[config.mk]
export PLATFORM = sky130hd
export DESIGN_NAME = rr_interval_buffer_flat
export DESIGN_NICKNAME = d
export VERILOG_FILES = /design/src/rtl/hb_pkg.sv /design/src/rtl/rr_interval_buffer_if.sv /design/src/rtl/rr_hist_ram.sv /design/src/rtl/rr_interval_buffer.sv /design/src/flat_wrapper.sv
export SDC_FILE = /design/constraint.sdc
export NUM_CORES = 1
export LEC_CHECK = 0
export ABC_AREA = 1
export CAP_MARGIN = 20
export CORE_MARGIN = 2
export CORE_UTILIZATION = 35
export DETAILED_ROUTE_END_ITERATION = 12
export HOLD_SLACK_MARGIN = 0.05
export PLACE_DENSITY_LB_ADDON = 0.12
export SYNTH_ARGS = -nofsm -noshare
export SYNTH_HDL_FRONTEND = slang
export SYNTH_SLANG_ARGS = --single-unit
[constraint.sdc]
create_clock -name clock -period 9.75 [get_ports clock]
set_input_delay 2.925 -clock clock [delete_from_list [all_inputs] [get_ports clock]]
set_output_delay 2.925 -clock clock [all_outputs]
set_load 0.03 [all_outputs]
[src/rtl/hb_pkg.sv]
// Shared constants for the heartbeat interval path: default widths, sample rate,
// refractory and asystole limits, and a constant-foldable clog2 helper.
package hb_pkg;

    localparam int HB_WIDTH          = 14;
    localparam int HB_DEPTH          = 8;
    localparam int HB_SAMPLE_RATE_HZ = 250;
    localparam int HB_MIN_RR         = 50;   // 200 ms at 250 Hz
    localparam int HB_TIMEOUT        = 750;  // 3 s at 250 Hz

    function automatic int clog2(input int value);
        int result;
        result = 0;
        while ((1 << result) < value) result++;
        return result;
    endfunction

endpackage

[src/rtl/rr_interval_buffer_if.sv]
// Bus between the QRS detector / rate display side (master) and rr_interval_buffer (slave).
// rr_strobe and beat_reject are one-cycle valid pulses with no ready: consumers take them on the cycle they are high.
interface rr_interval_buffer_if
    import hb_pkg::*;
#(
    parameter int WIDTH = HB_WIDTH,
    parameter int DEPTH = HB_DEPTH
);
    localparam int LOG2D = clog2(DEPTH);

    logic             sample;
    logic             heartbeat_detect;
    logic [LOG2D-1:0] hist_addr;
    logic [WIDTH-1:0] rr_interval;
    logic             rr_strobe;
    logic [WIDTH-1:0] rr_avg;
    logic             avg_valid;
    logic [LOG2D:0]   fill_count;
    logic             beat_reject;
    logic             timeout;
    logic [WIDTH-1:0] hist_data;
    // Debug view of the internal sample counter and first-beat flag.
    logic [WIDTH-1:0] dbg_count;
    logic             dbg_first_seen;

    modport master (
        output sample, heartbeat_detect, hist_addr,
        input  rr_interval, rr_strobe, rr_avg, avg_valid, fill_count,
               beat_reject, timeout, hist_data, dbg_count, dbg_first_seen
    );

    modport slave (
        input  sample, heartbeat_detect, hist_addr,
        output rr_interval, rr_strobe, rr_avg, avg_valid, fill_count,
               beat_reject, timeout, hist_data, dbg_count, dbg_first_seen
    );

endinterface

[src/rtl/rr_hist_ram.sv]
// DEPTH x WIDTH circular interval history: one write port that advances its own pointer,
// a combinational view of the slot about to be overwritten, and a registered newest-relative read.
module rr_hist_ram
    import hb_pkg::*;
#(
    parameter int WIDTH = HB_WIDTH,
    parameter int DEPTH = HB_DEPTH,
    localparam int LOG2D = clog2(DEPTH)
) (
    input  logic             clock,
    input  logic             reset,
    input  logic             we,
    input  logic [WIDTH-1:0] wdata,
    output logic [WIDTH-1:0] old_data,
    input  logic [LOG2D-1:0] rd_addr,
    output logic [WIDTH-1:0] rd_data
);

    logic [WIDTH-1:0] mem [DEPTH];
    logic [LOG2D-1:0] wptr;
    logic [LOG2D-1:0] rd_idx;

    // DEPTH is a power of two, so pointer arithmetic wraps naturally; addr 0 is the newest entry.
    assign rd_idx   = wptr - LOG2D'(1) - rd_addr;
    assign old_data = mem[wptr];

    always_ff @(posedge clock) begin
        if (!reset) begin
            wptr    <= '0;
            rd_data <= '0;
            for (int i = 0; i < DEPTH; i++) mem[i] <= '0;
        end else begin
            rd_data <= mem[rd_idx];
            if (we) begin
                mem[wptr] <= wdata;
                wptr      <= wptr + LOG2D'(1);
            end
        end
    end

endmodule

[src/rtl/rr_interval_buffer.sv]
// R-R interval buffer: counts samples between accepted beats, rejects refractory beats,
// keeps a DEPTH-entry history with running sum / average, and flags asystole.
module rr_interval_buffer
    import hb_pkg::*;
#(
    parameter int WIDTH   = HB_WIDTH,
    parameter int DEPTH   = HB_DEPTH,
    parameter int MIN_RR  = HB_MIN_RR,
    parameter int TIMEOUT = HB_TIMEOUT
) (
    input logic                 clock,
    input logic                 reset,
    rr_interval_buffer_if.slave bus
);

    localparam int LOG2D = clog2(DEPTH);
    localparam int SW    = WIDTH + LOG2D;
    localparam logic [WIDTH-1:0] CNT_MAX   = '1;
    localparam logic [WIDTH-1:0] MIN_RR_W  = WIDTH'(MIN_RR);
    localparam logic [WIDTH-1:0] TIMEOUT_W = WIDTH'(TIMEOUT);
    localparam logic [LOG2D:0]   FILL_MAX  = (LOG2D+1)'(DEPTH);

    logic [WIDTH-1:0] count;
    logic [WIDTH-1:0] e;
    logic             first_seen;
    logic [SW-1:0]    sum;
    logic [SW-1:0]    sum_nxt;
    logic [LOG2D:0]   fill_count;
    logic             full;
    logic             accept;
    logic             reject;
    logic [WIDTH-1:0] old_data;
    logic [WIDTH-1:0] hist_q;
    logic [WIDTH-1:0] rr_interval_q;
    logic             rr_strobe_q;
    logic             beat_reject_q;
    logic             timeout_q;

    // e folds in a same-cycle sample and saturates, so it is also the counter's next value.
    always_comb begin
        e = count;
        if (bus.sample && (count != CNT_MAX)) e = count + WIDTH'(1);
        full    = (fill_count == FILL_MAX);
        accept  = bus.heartbeat_detect && first_seen && (e >= MIN_RR_W);
        reject  = bus.heartbeat_detect && first_seen && (e <  MIN_RR_W);
        sum_nxt = sum + SW'(e) - (full ? SW'(old_data) : SW'(0));
    end

    always_ff @(posedge clock) begin
        if (!reset) begin
            count         <= '0;
            first_seen    <= 1'b0;
            sum           <= '0;
            fill_count    <= '0;
            rr_interval_q <= '0;
            rr_strobe_q   <= 1'b0;
            beat_reject_q <= 1'b0;
            timeout_q     <= 1'b0;
        end else begin
            rr_strobe_q   <= 1'b0;
            beat_reject_q <= 1'b0;
            if (bus.heartbeat_detect && !first_seen) begin
                first_seen <= 1'b1;
                count      <= '0;
                timeout_q  <= 1'b0;
            end else if (accept) begin
                count         <= '0;
                timeout_q     <= 1'b0;
                rr_interval_q <= e;
                rr_strobe_q   <= 1'b1;
                sum           <= sum_nxt;
                if (!full) fill_count <= fill_count + (LOG2D+1)'(1);
            end else begin
                count <= e;
                if (reject) beat_reject_q <= 1'b1;
                // Asystole only makes sense once a reference beat exists.
                if (first_seen && (e >= TIMEOUT_W)) timeout_q <= 1'b1;
            end
        end
    end

    rr_hist_ram #(
        .WIDTH (WIDTH),
        .DEPTH (DEPTH)
    ) u_hist (
        .clock    (clock),
        .reset    (reset),
        .we       (accept),
        .wdata    (e),
        .old_data (old_data),
        .rd_addr  (bus.hist_addr),
        .rd_data  (hist_q)
    );

    assign bus.rr_interval    = rr_interval_q;
    assign bus.rr_strobe      = rr_strobe_q;
    assign bus.rr_avg         = sum[SW-1:LOG2D];
    assign bus.avg_valid      = full;
    assign bus.fill_count     = fill_count;
    assign bus.beat_reject    = beat_reject_q;
    assign bus.timeout        = timeout_q;
    assign bus.hist_data      = hist_q;
    assign bus.dbg_count      = count;
    assign bus.dbg_first_seen = first_seen;

endmodule

[src/flat_wrapper.sv]
// flat-port wrapper written by rule: the top's interface ports become plain ports
module rr_interval_buffer_flat import hb_pkg::*;
#(
    parameter int WIDTH   = HB_WIDTH,
    parameter int DEPTH   = HB_DEPTH,
    parameter int MIN_RR  = HB_MIN_RR,
    parameter int TIMEOUT = HB_TIMEOUT
)
  (clock, reset, bus_sample, bus_heartbeat_detect, bus_hist_addr, bus_rr_interval, bus_rr_strobe, bus_rr_avg, bus_avg_valid, bus_fill_count, bus_beat_reject, bus_timeout, bus_hist_data, bus_dbg_count, bus_dbg_first_seen);
  rr_interval_buffer_if #(.WIDTH(WIDTH), .DEPTH(DEPTH)) bus_i ();
  input logic clock;
  input logic reset;
  input wire logic [$bits(bus_i.sample)-1:0] bus_sample;
  input wire logic [$bits(bus_i.heartbeat_detect)-1:0] bus_heartbeat_detect;
  input wire logic [$bits(bus_i.hist_addr)-1:0] bus_hist_addr;
  output wire logic [$bits(bus_i.rr_interval)-1:0] bus_rr_interval;
  output wire logic [$bits(bus_i.rr_strobe)-1:0] bus_rr_strobe;
  output wire logic [$bits(bus_i.rr_avg)-1:0] bus_rr_avg;
  output wire logic [$bits(bus_i.avg_valid)-1:0] bus_avg_valid;
  output wire logic [$bits(bus_i.fill_count)-1:0] bus_fill_count;
  output wire logic [$bits(bus_i.beat_reject)-1:0] bus_beat_reject;
  output wire logic [$bits(bus_i.timeout)-1:0] bus_timeout;
  output wire logic [$bits(bus_i.hist_data)-1:0] bus_hist_data;
  output wire logic [$bits(bus_i.dbg_count)-1:0] bus_dbg_count;
  output wire logic [$bits(bus_i.dbg_first_seen)-1:0] bus_dbg_first_seen;
  assign bus_i.sample = bus_sample;
  assign bus_i.heartbeat_detect = bus_heartbeat_detect;
  assign bus_i.hist_addr = bus_hist_addr;
  assign bus_rr_interval = bus_i.rr_interval;
  assign bus_rr_strobe = bus_i.rr_strobe;
  assign bus_rr_avg = bus_i.rr_avg;
  assign bus_avg_valid = bus_i.avg_valid;
  assign bus_fill_count = bus_i.fill_count;
  assign bus_beat_reject = bus_i.beat_reject;
  assign bus_timeout = bus_i.timeout;
  assign bus_hist_data = bus_i.hist_data;
  assign bus_dbg_count = bus_i.dbg_count;
  assign bus_dbg_first_seen = bus_i.dbg_first_seen;
  rr_interval_buffer #(.WIDTH(WIDTH), .DEPTH(DEPTH), .MIN_RR(MIN_RR), .TIMEOUT(TIMEOUT)) u_core (.clock(clock), .reset(reset), .bus(bus_i));
endmodule
==> results of run 1 <==
## logic make-up after synthesis
kind of cell             count (synthesis)  share of synthesized area, %
flip-flops                             185                          47.8
adder cells (fa/ha/maj)                 37                          5.63
AND/OR/NAND/NOR                        432                          17.9
multiplexers                            14                          1.39
buffers and inverters                  222                          9.44
AO/OA/AOI/OAI                          272                          15.7
XOR/XNOR                                24                          2.08
## critical path, delay by kind of cell
family	cells	cell delay, ns
AO/OA/AOI/OAI	4	0.69
XOR/XNOR	1	0.36
adder cells (fa/ha/maj)	2	0.99
buffers and inverters	3	0.85
AND/OR/NAND/NOR	7	1.34
## final timing paths
check                                                               to  slack (ns)  depth (start not counted)
worst max-delay path                       u_core.sum[16]$_SDFFE_PN0P_        2.92                         17
worst min-delay path            u_core.bus.rr_interval[6]$_SDFFE_PN0P_        0.47                          2
worst max register to register             u_core.sum[16]$_SDFFE_PN0P_        4.85                         17
worst min register to register  u_core.bus.rr_interval[6]$_SDFFE_PN0P_        0.47                          2
## power by group through the flow
| stage | sequential [mW] | combinational, mW | clock, mW |
|---|---|---|---|
| finish | 0.879 | 0.347 | 0.649 |
| global route | 0.884 | 0.386 | 0.694 |
| CTS | 0.880 | 0.350 | 0.661 |
| detailed placement | 0.897 | 0.348 | 0 |
| global placement | 0.897 | 0.348 | 0 |
| floorplan | 0.908 | 0.236 | 0 |
## layer usage
| layer | global-route usage (%) | vias to the layer above | wire (microns) |
|---|---|---|---|
| met3 | 3.53 | 38 | 1460 |
| met1 | 27.7 | 3952 | 13800 |
| met2 | 32.8 | 222 | 14200 |
| met4 | 6.09 | 0 | 638 |
| met5 | 0 | - | 0 |
| li1 | - | 3995 | - |
## stage by stage
stage / setup slack, ns / hold WS, ns / power [mW] / instances / cell area [sq um]
global route: 2.37 / 0.485 / 1.96 / 1594 / 11500
finish: 2.92 / 0.467 / 1.88 / 1594 / 11500
global placement: 2.39 / 0.459 / 1.25 / 1562 / 10900
detailed placement: 2.40 / 0.459 / 1.24 / 1562 / 10900
CTS: 2.85 / 0.467 / 1.89 / 1594 / 11500
floorplan: 3.93 / 0.447 / 1.14 / 1186 / 10100
## area by class of cell
class	count	area, sq um
well taps	384	480
fillers	2949	17100
inverters	133	502
flip-flops and latches	185	4830
clock buffers	20	437
repair buffers	81	786
clock inverters	12	90.1
multi-input cells	779	4350
## state kept, by name, summed over array words and instances (netlist names), 3 cells and up, named ones only
| signal | cells |
|---|---|
| u_core.bus.dbg_count | 14 |
| u_core.bus.fill_count | 4 |
| u_core.bus.rr_interval | 14 |
| u_core.sum | 17 |
| u_core.u_hist.mem | 112 |
| u_core.u_hist.rd_data | 14 |
| u_core.u_hist.wptr | 3 |
## cells in the final DEF (no fill, tap or decap), drive strengths merged, types with 44 or more instances in the layout
cell | Yosys | routed
nand3 | 53 | 53
dfxtp | 73 | 73
clkdlybuf4s50 | 0 | 71
edfxtp | 112 | 112
inv | 133 | 140
o21ai | 124 | 124
nor2 | 196 | 196
o211ai | 44 | 44
nand2 | 166 | 166
a21oi | 62 | 62
==> summary.md, run 1 <==
| Metric | Value |
|---|---|
| CP cell instances | `clkdlybuf4s50_1 -> inv_1 -> nor2_2 -> nand2_1 -> nand2_1 -> nand2_1 -> fa_1 -> inv_1 -> ha_1 -> a21oi_1 -> o21ai_0 -> nand2_1 -> nand4_1 -> a21oi_1 -> xor2_1 -> nand3_1 -> a21oi_1` |
| Overall Global Routing Usage | `20.2%` |
| Clk pwr share | `34.6%` |
| Final Routed Wirelength | `30100 microns` |
| Routed via count | `8207` |
| Post-synth top cells | `nor2_1 (181), nand2_1 (157), inv_1 (130)` |
| Internal | `1.31 mW` |
| Slew Viols, Final | `0` |
| Leakage | `4.35 nW` |
| Worst setup path startpoint | `bus_sample` |
| Combinational share of power | `18.5%` |
| CTS buffer count | `17` |
| Synthesized area per cell | `8.51 sq um` |
| Highest Clock Rate | `0.147 GHz` |
| Layout cell share with drive strength beyond 1 | `6.53%` |
| Arr. time, crit path | `7.18 ns` |
| CTS root buffer | `clkbuf_16` |
| Yosys top cell by area | `edfxtp_1` |
| DR DRC count | `0` |
| I/O pin count | `72` |
| Min Tclk post-route | `6.83 ns` |
| Placeable Area | `0.0285 sq mm` |
| Antenna viol nets, final | `0` |
| Max Buffers Root-to-Sink | `2` |
| Synthesized area | `0.0101 sq mm` |
| CP peak stage delay | `0.71 ns` |
| Worst Setup Start Kind | `primary input` |
| Largest net degree at the start of global routing | `99` |
| Net Sw Power | `0.565 mW` |
| Area Overhead vs Synth | `13.6%` |
| Die area | `0.0302 sq mm` |
| CP max stage cell | `clkdlybuf4s50_1` |
| Die Width | `174 microns` |
| Async set-or-reset flop fraction in the synthesized netlist | `0%` |
| Slew margin rel. | `26.1%` |
| Maximum vdd drop | `0.0940 mV` |
| CP Class | `in -> reg` |
| Placer Congestion | `0.813` |
| Grt ovf | `0` |
| Cells after Synth | `1186` |
| Clock latency on the worst-skew pair | `0.44 ns` |
| CTS-repair resized insts | `0` |
| Top cells by area, synth | `edfxtp_1 (33%), dfxtp_1 (14%), nor2_1 (6.7%)` |
| Yosys reg bits | `185` |
| Drt via density | `5.15` |
| Worst-margin pin slew | `1.11 ns` |
| CTS tree | `built` |
| Final nets | `1241` |
| Antenna cells | `0` |
| Initial DRT Pass Iterations | `5` |
| Worst-path clk slew | `0.07 ns` |
| Sequential fraction of the synthesis area | `47.8%` |
| Final core utilization | `40.2%` |
| Final setup vio count | `0` |
| WL per Instance | `18.9 microns` |
| CP dominant cell by count | `nand2_1` |
| Hold buffers post-CTS | `0` |
| H-tree levels | `4` |
| Initial antenna violation count | `0` |
| Min-delay src | `u_core.bus.rr_interval[6]$_SDFFE_PN0P_` |
| Initial Util | `35.4%` |
| Fin. Hold Viols | `0` |
| Reg power frac | `46.9%` |
| Yosys warnings | `0` |
| First-pass GRT wire length | `46400 microns` |
| Hpwl dp | `20500 microns` |
| Num rows | `62` |
| I/O Buffers | `71` |
| Post-CTS setup buffers | `0` |
| Status | `finished, final reports clean` |
| Iter 0 DRT Violations | `683` |
| P per Cell Area | `164 mW/mm^2` |
| Crit end category | `flip-flop` |
| Post-synth EDFFs | `112` |
| Fin crit share | `70.0%` |
| CTS Sinks | `185` |
| Most common cell in the netlist | `nor2_1` |
| Final setup skew | `0.0140 ns` |
| Max-Cap Viols | `0` |
| Post-synth top flop | `edfxtp_1` |
| Hold Crit Class | `reg -> reg` |
| Worst EP required | `10.10 ns` |
| Die height | `174 microns` |
| Setup_tns | `0 ns` |
| Maximum fanout along the worst path | `13` |
| Post-synth cell types | `41` |
| Net Count, Synth | `1230` |
| Switching part of the total | `30.1%` |
| Vias in the first global route | `7805` |
| RSZ-0062 raised after global routing | `no` |
| Share of the synthesized area in the top cell type | `33.3%` |
Note: power is estimated with default switching activity, not from simulation.
==> run 2: changes to the inputs <==
- clock period: 9.75 -> 5.8 ns (I/O delays scaled with it)
==> summary.md, run 2 (same netlist as run 1, synthesis figures left out) <==
| Metric | Value |
|---|---|
| CTS root buffer | `clkbuf_16` |
| Placeable Area | `0.0285 sq mm` |
| Overall Global Routing Usage | `20.1%` |
| Vias in the first global route | `8089` |
| CP peak stage delay | `0.58 ns` |
| Die area | `0.0302 sq mm` |
| Max reg flops | `112` |
| Final instance area | `0.0117 sq mm` |
| Initial Util | `35.4%` |
| Maximum fanout along the worst path | `12` |
| Iter 0 DRT Violations | `731` |
| Reg with most FFs | `u_core.u_hist.mem` |
| Maximum vdd drop | `0.157 mV` |
| P per Cell Area | `276 mW/mm^2` |
| Num rows | `62` |
| Placer Congestion | `0.820` |
| Die height | `174 microns` |
| Met2 WL | `14100 microns` |
| CTS-repair resized insts | `0` |
| Hold buffers post-CTS | `0` |
| I/O pin count | `72` |
| Storage element area | `0.00483 sq mm` |
| Worst-path clk slew | `0.07 ns` |
| Highest Clock Rate | `0.201 GHz` |
| Worst-margin pin slew | `0.895 ns` |
| CP max stage cell | `fa_1` |
| Worst EP required | `6.16 ns` |
| Final setup vio count | `0` |
| I/O Buffers | `71` |
| Hold Crit Class | `reg -> reg` |
| Hpwl dp | `21000 microns` |
| Min Tclk post-route | `4.98 ns` |
| Highest routed metal layer | `met4` |
| Footprint of the multi-input gates | `0.00434 sq mm` |
| Post-CTS setup buffers | `0` |
| First-pass GRT wire length | `46700 microns` |
| CTS Sinks | `185` |
| RSZ-0062 raised after global routing | `no` |
| Drt via density | `5.06` |
| Min-delay src | `u_core.bus.rr_interval[13]$_SDFFE_PN0P_` |
| Max-Cap Viols | `0` |
| Final Routed Wirelength | `29800 microns` |
| M1 WL | `14000 microns` |
| R2r startpoint | `u_core.bus.fill_count[0]$_SDFFE_PN0P_` |
| Antenna cells | `0` |
| Arr. time, crit path | `5.34 ns` |
| Largest net degree at the start of global routing | `76` |
| WHS Endpoint | `u_core.bus.rr_interval[13]$_SDFFE_PN0P_` |
| Leakage | `4.49 nW` |
| CTS tree | `built` |
| Clock latency on the worst-skew pair | `0.43 ns` |
| WL per Instance | `18.4 microns` |
| Fillers | `2907` |
| Layout cell share with drive strength beyond 1 | `8.59%` |
| Most frequent cells in the layout | `nor2_1 (181), nand2_1 (157), inv_1 (130), o21ai_0 (114), edfxtp_1 (112)` |
| Top Registers | `u_core.u_hist.mem x112, u_core.sum x17` |
| Reg2Reg Setup Slack | `1.62 ns` |
| Slew margin rel. | `40.4%` |
| Met3 wire length | `1250 microns` |
| Reg2reg end | `u_core.sum[11]$_SDFFE_PN0P_` |
| H-tree levels | `4` |
| Worst Setup Start Kind | `primary input` |
| CP Class | `in -> reg` |
| Slew Viols, Final | `0` |
| Final core utilization | `41.0%` |
| Initial antenna violation count | `0` |
| Crit end category | `flip-flop` |
| Status | `finished, final reports clean` |
| Routed via count | `8184` |
| Area Overhead vs Synth | `15.9%` |
| Final nets | `1265` |
| Hold Path Stages | `2` |
| Max Buffers Root-to-Sink | `2` |
| Die Width | `174 microns` |
| Grt ovf | `0` |
| Placed instance area | `0.0111 sq mm` |
| DR DRC count | `0` |
| Final setup skew | `0.0109 ns` |
| CTS buffer count | `17` |
| Fin. Hold Viols | `0` |
| Setup_tns | `0 ns` |
| Worst Reg-to-Reg Cells | `18` |
| Most common cell after layout, fill and taps aside | `nor2_1` |
| CP cell instances | `clkdlybuf4s50_1 -> inv_1 -> nor2_2 -> nand2_1 -> nand2_1 -> nand2_1 -> fa_1 -> inv_1 -> ha_1 -> a21oi_1 -> o21ai_0 -> nand2_1 -> nand4_1 -> a21oi_1 -> xor2_1 -> nand3_1 -> a21oi_1` |
| CP dominant cell by count | `nand2_1` |
| Initial DRT Pass Iterations | `5` |
| Fin crit share | `85.9%` |
| Antenna viol nets, final | `0` |
## run 2: cell count changes in the layout (fill, tap and decap cells not counted), sizes merged
| cell | before | now |
|---|---|---|
| clkinvlp | 2 | 0 |
| buf | 10 | 34 |
| clkinv | 3 | 5 |
| inv | 140 | 142 |
| clkbuf | 20 | 18 |
## run 2: worst max-delay path by stage
| stage | start | end | slack (ns) |
|---|---|---|---|
| floorplan | bus_sample | u_core.sum[14]$_SDFFE_PN0P_ | 1.16 |
| global placement | bus_sample | u_core.sum[16]$_SDFFE_PN0P_ | 0.44 |
| detailed placement | bus_sample | u_core.sum[16]$_SDFFE_PN0P_ | 0.37 |
| CTS | bus_sample | u_core.sum[16]$_SDFFE_PN0P_ | 0.81 |
| global route | bus_sample | u_core.sum[16]$_SDFFE_PN0P_ | 0.58 |
| finish | bus_sample | u_core.sum[16]$_SDFFE_PN0P_ | 0.82 |
## run 2: critical path, delay by kind of cell
| family | cells | cell delay [ns] |
|---|---|---|
| and+or+nand+nor | 7 | 1.10 |
| xor gates and xnor gates | 1 | 0.31 |
| AOI/OAI and AO/OA | 4 | 0.65 |
| adders and majority gates | 2 | 0.94 |
| buffers and inverters | 3 | 0.58 |
## run 2: final cells by class
class	count	area share, %
Clock buffer	18	3.85
Clock inverter	14	1.08
Timing Repair Buffer	105	8.36
Multi-Input combinational cell	779	37.1
Inverter	133	4.29
Tap cell	384	4.10
Sequential cell	185	41.2
## run 2: power breakdown
part           internal (mW)  leakage, nW  switching (mW)
Sequential              1.44         1.74          0.0321
Clock                  0.594        0.289           0.561
Combinational          0.211         2.45           0.386
## run 2: through the flow
| step | hold slack (ns) | total power [mW] | std cells | setup slack [ns] |
|---|---|---|---|---|
| after floorplan | 0.447 | 1.92 | 1186 | 1.16 |
| after global placement | 0.458 | 2.10 | 1586 | 0.436 |
| after detailed placement | 0.461 | 2.10 | 1586 | 0.373 |
| after CTS | 0.472 | 3.25 | 1618 | 0.809 |
| after global routing | 0.488 | 3.37 | 1618 | 0.585 |
| final | 0.469 | 3.23 | 1618 | 0.819 |
## run 2: routing by layer
| metal | GRT usage [%] | vias to the layer above |
|---|---|---|
| met4 | 5.71 | 0 |
| li1 | - | 4047 |
| met2 | 32.5 | 210 |
| met5 | 0 | - |
| met1 | 28.1 | 3900 |
| met3 | 2.83 | 27 |
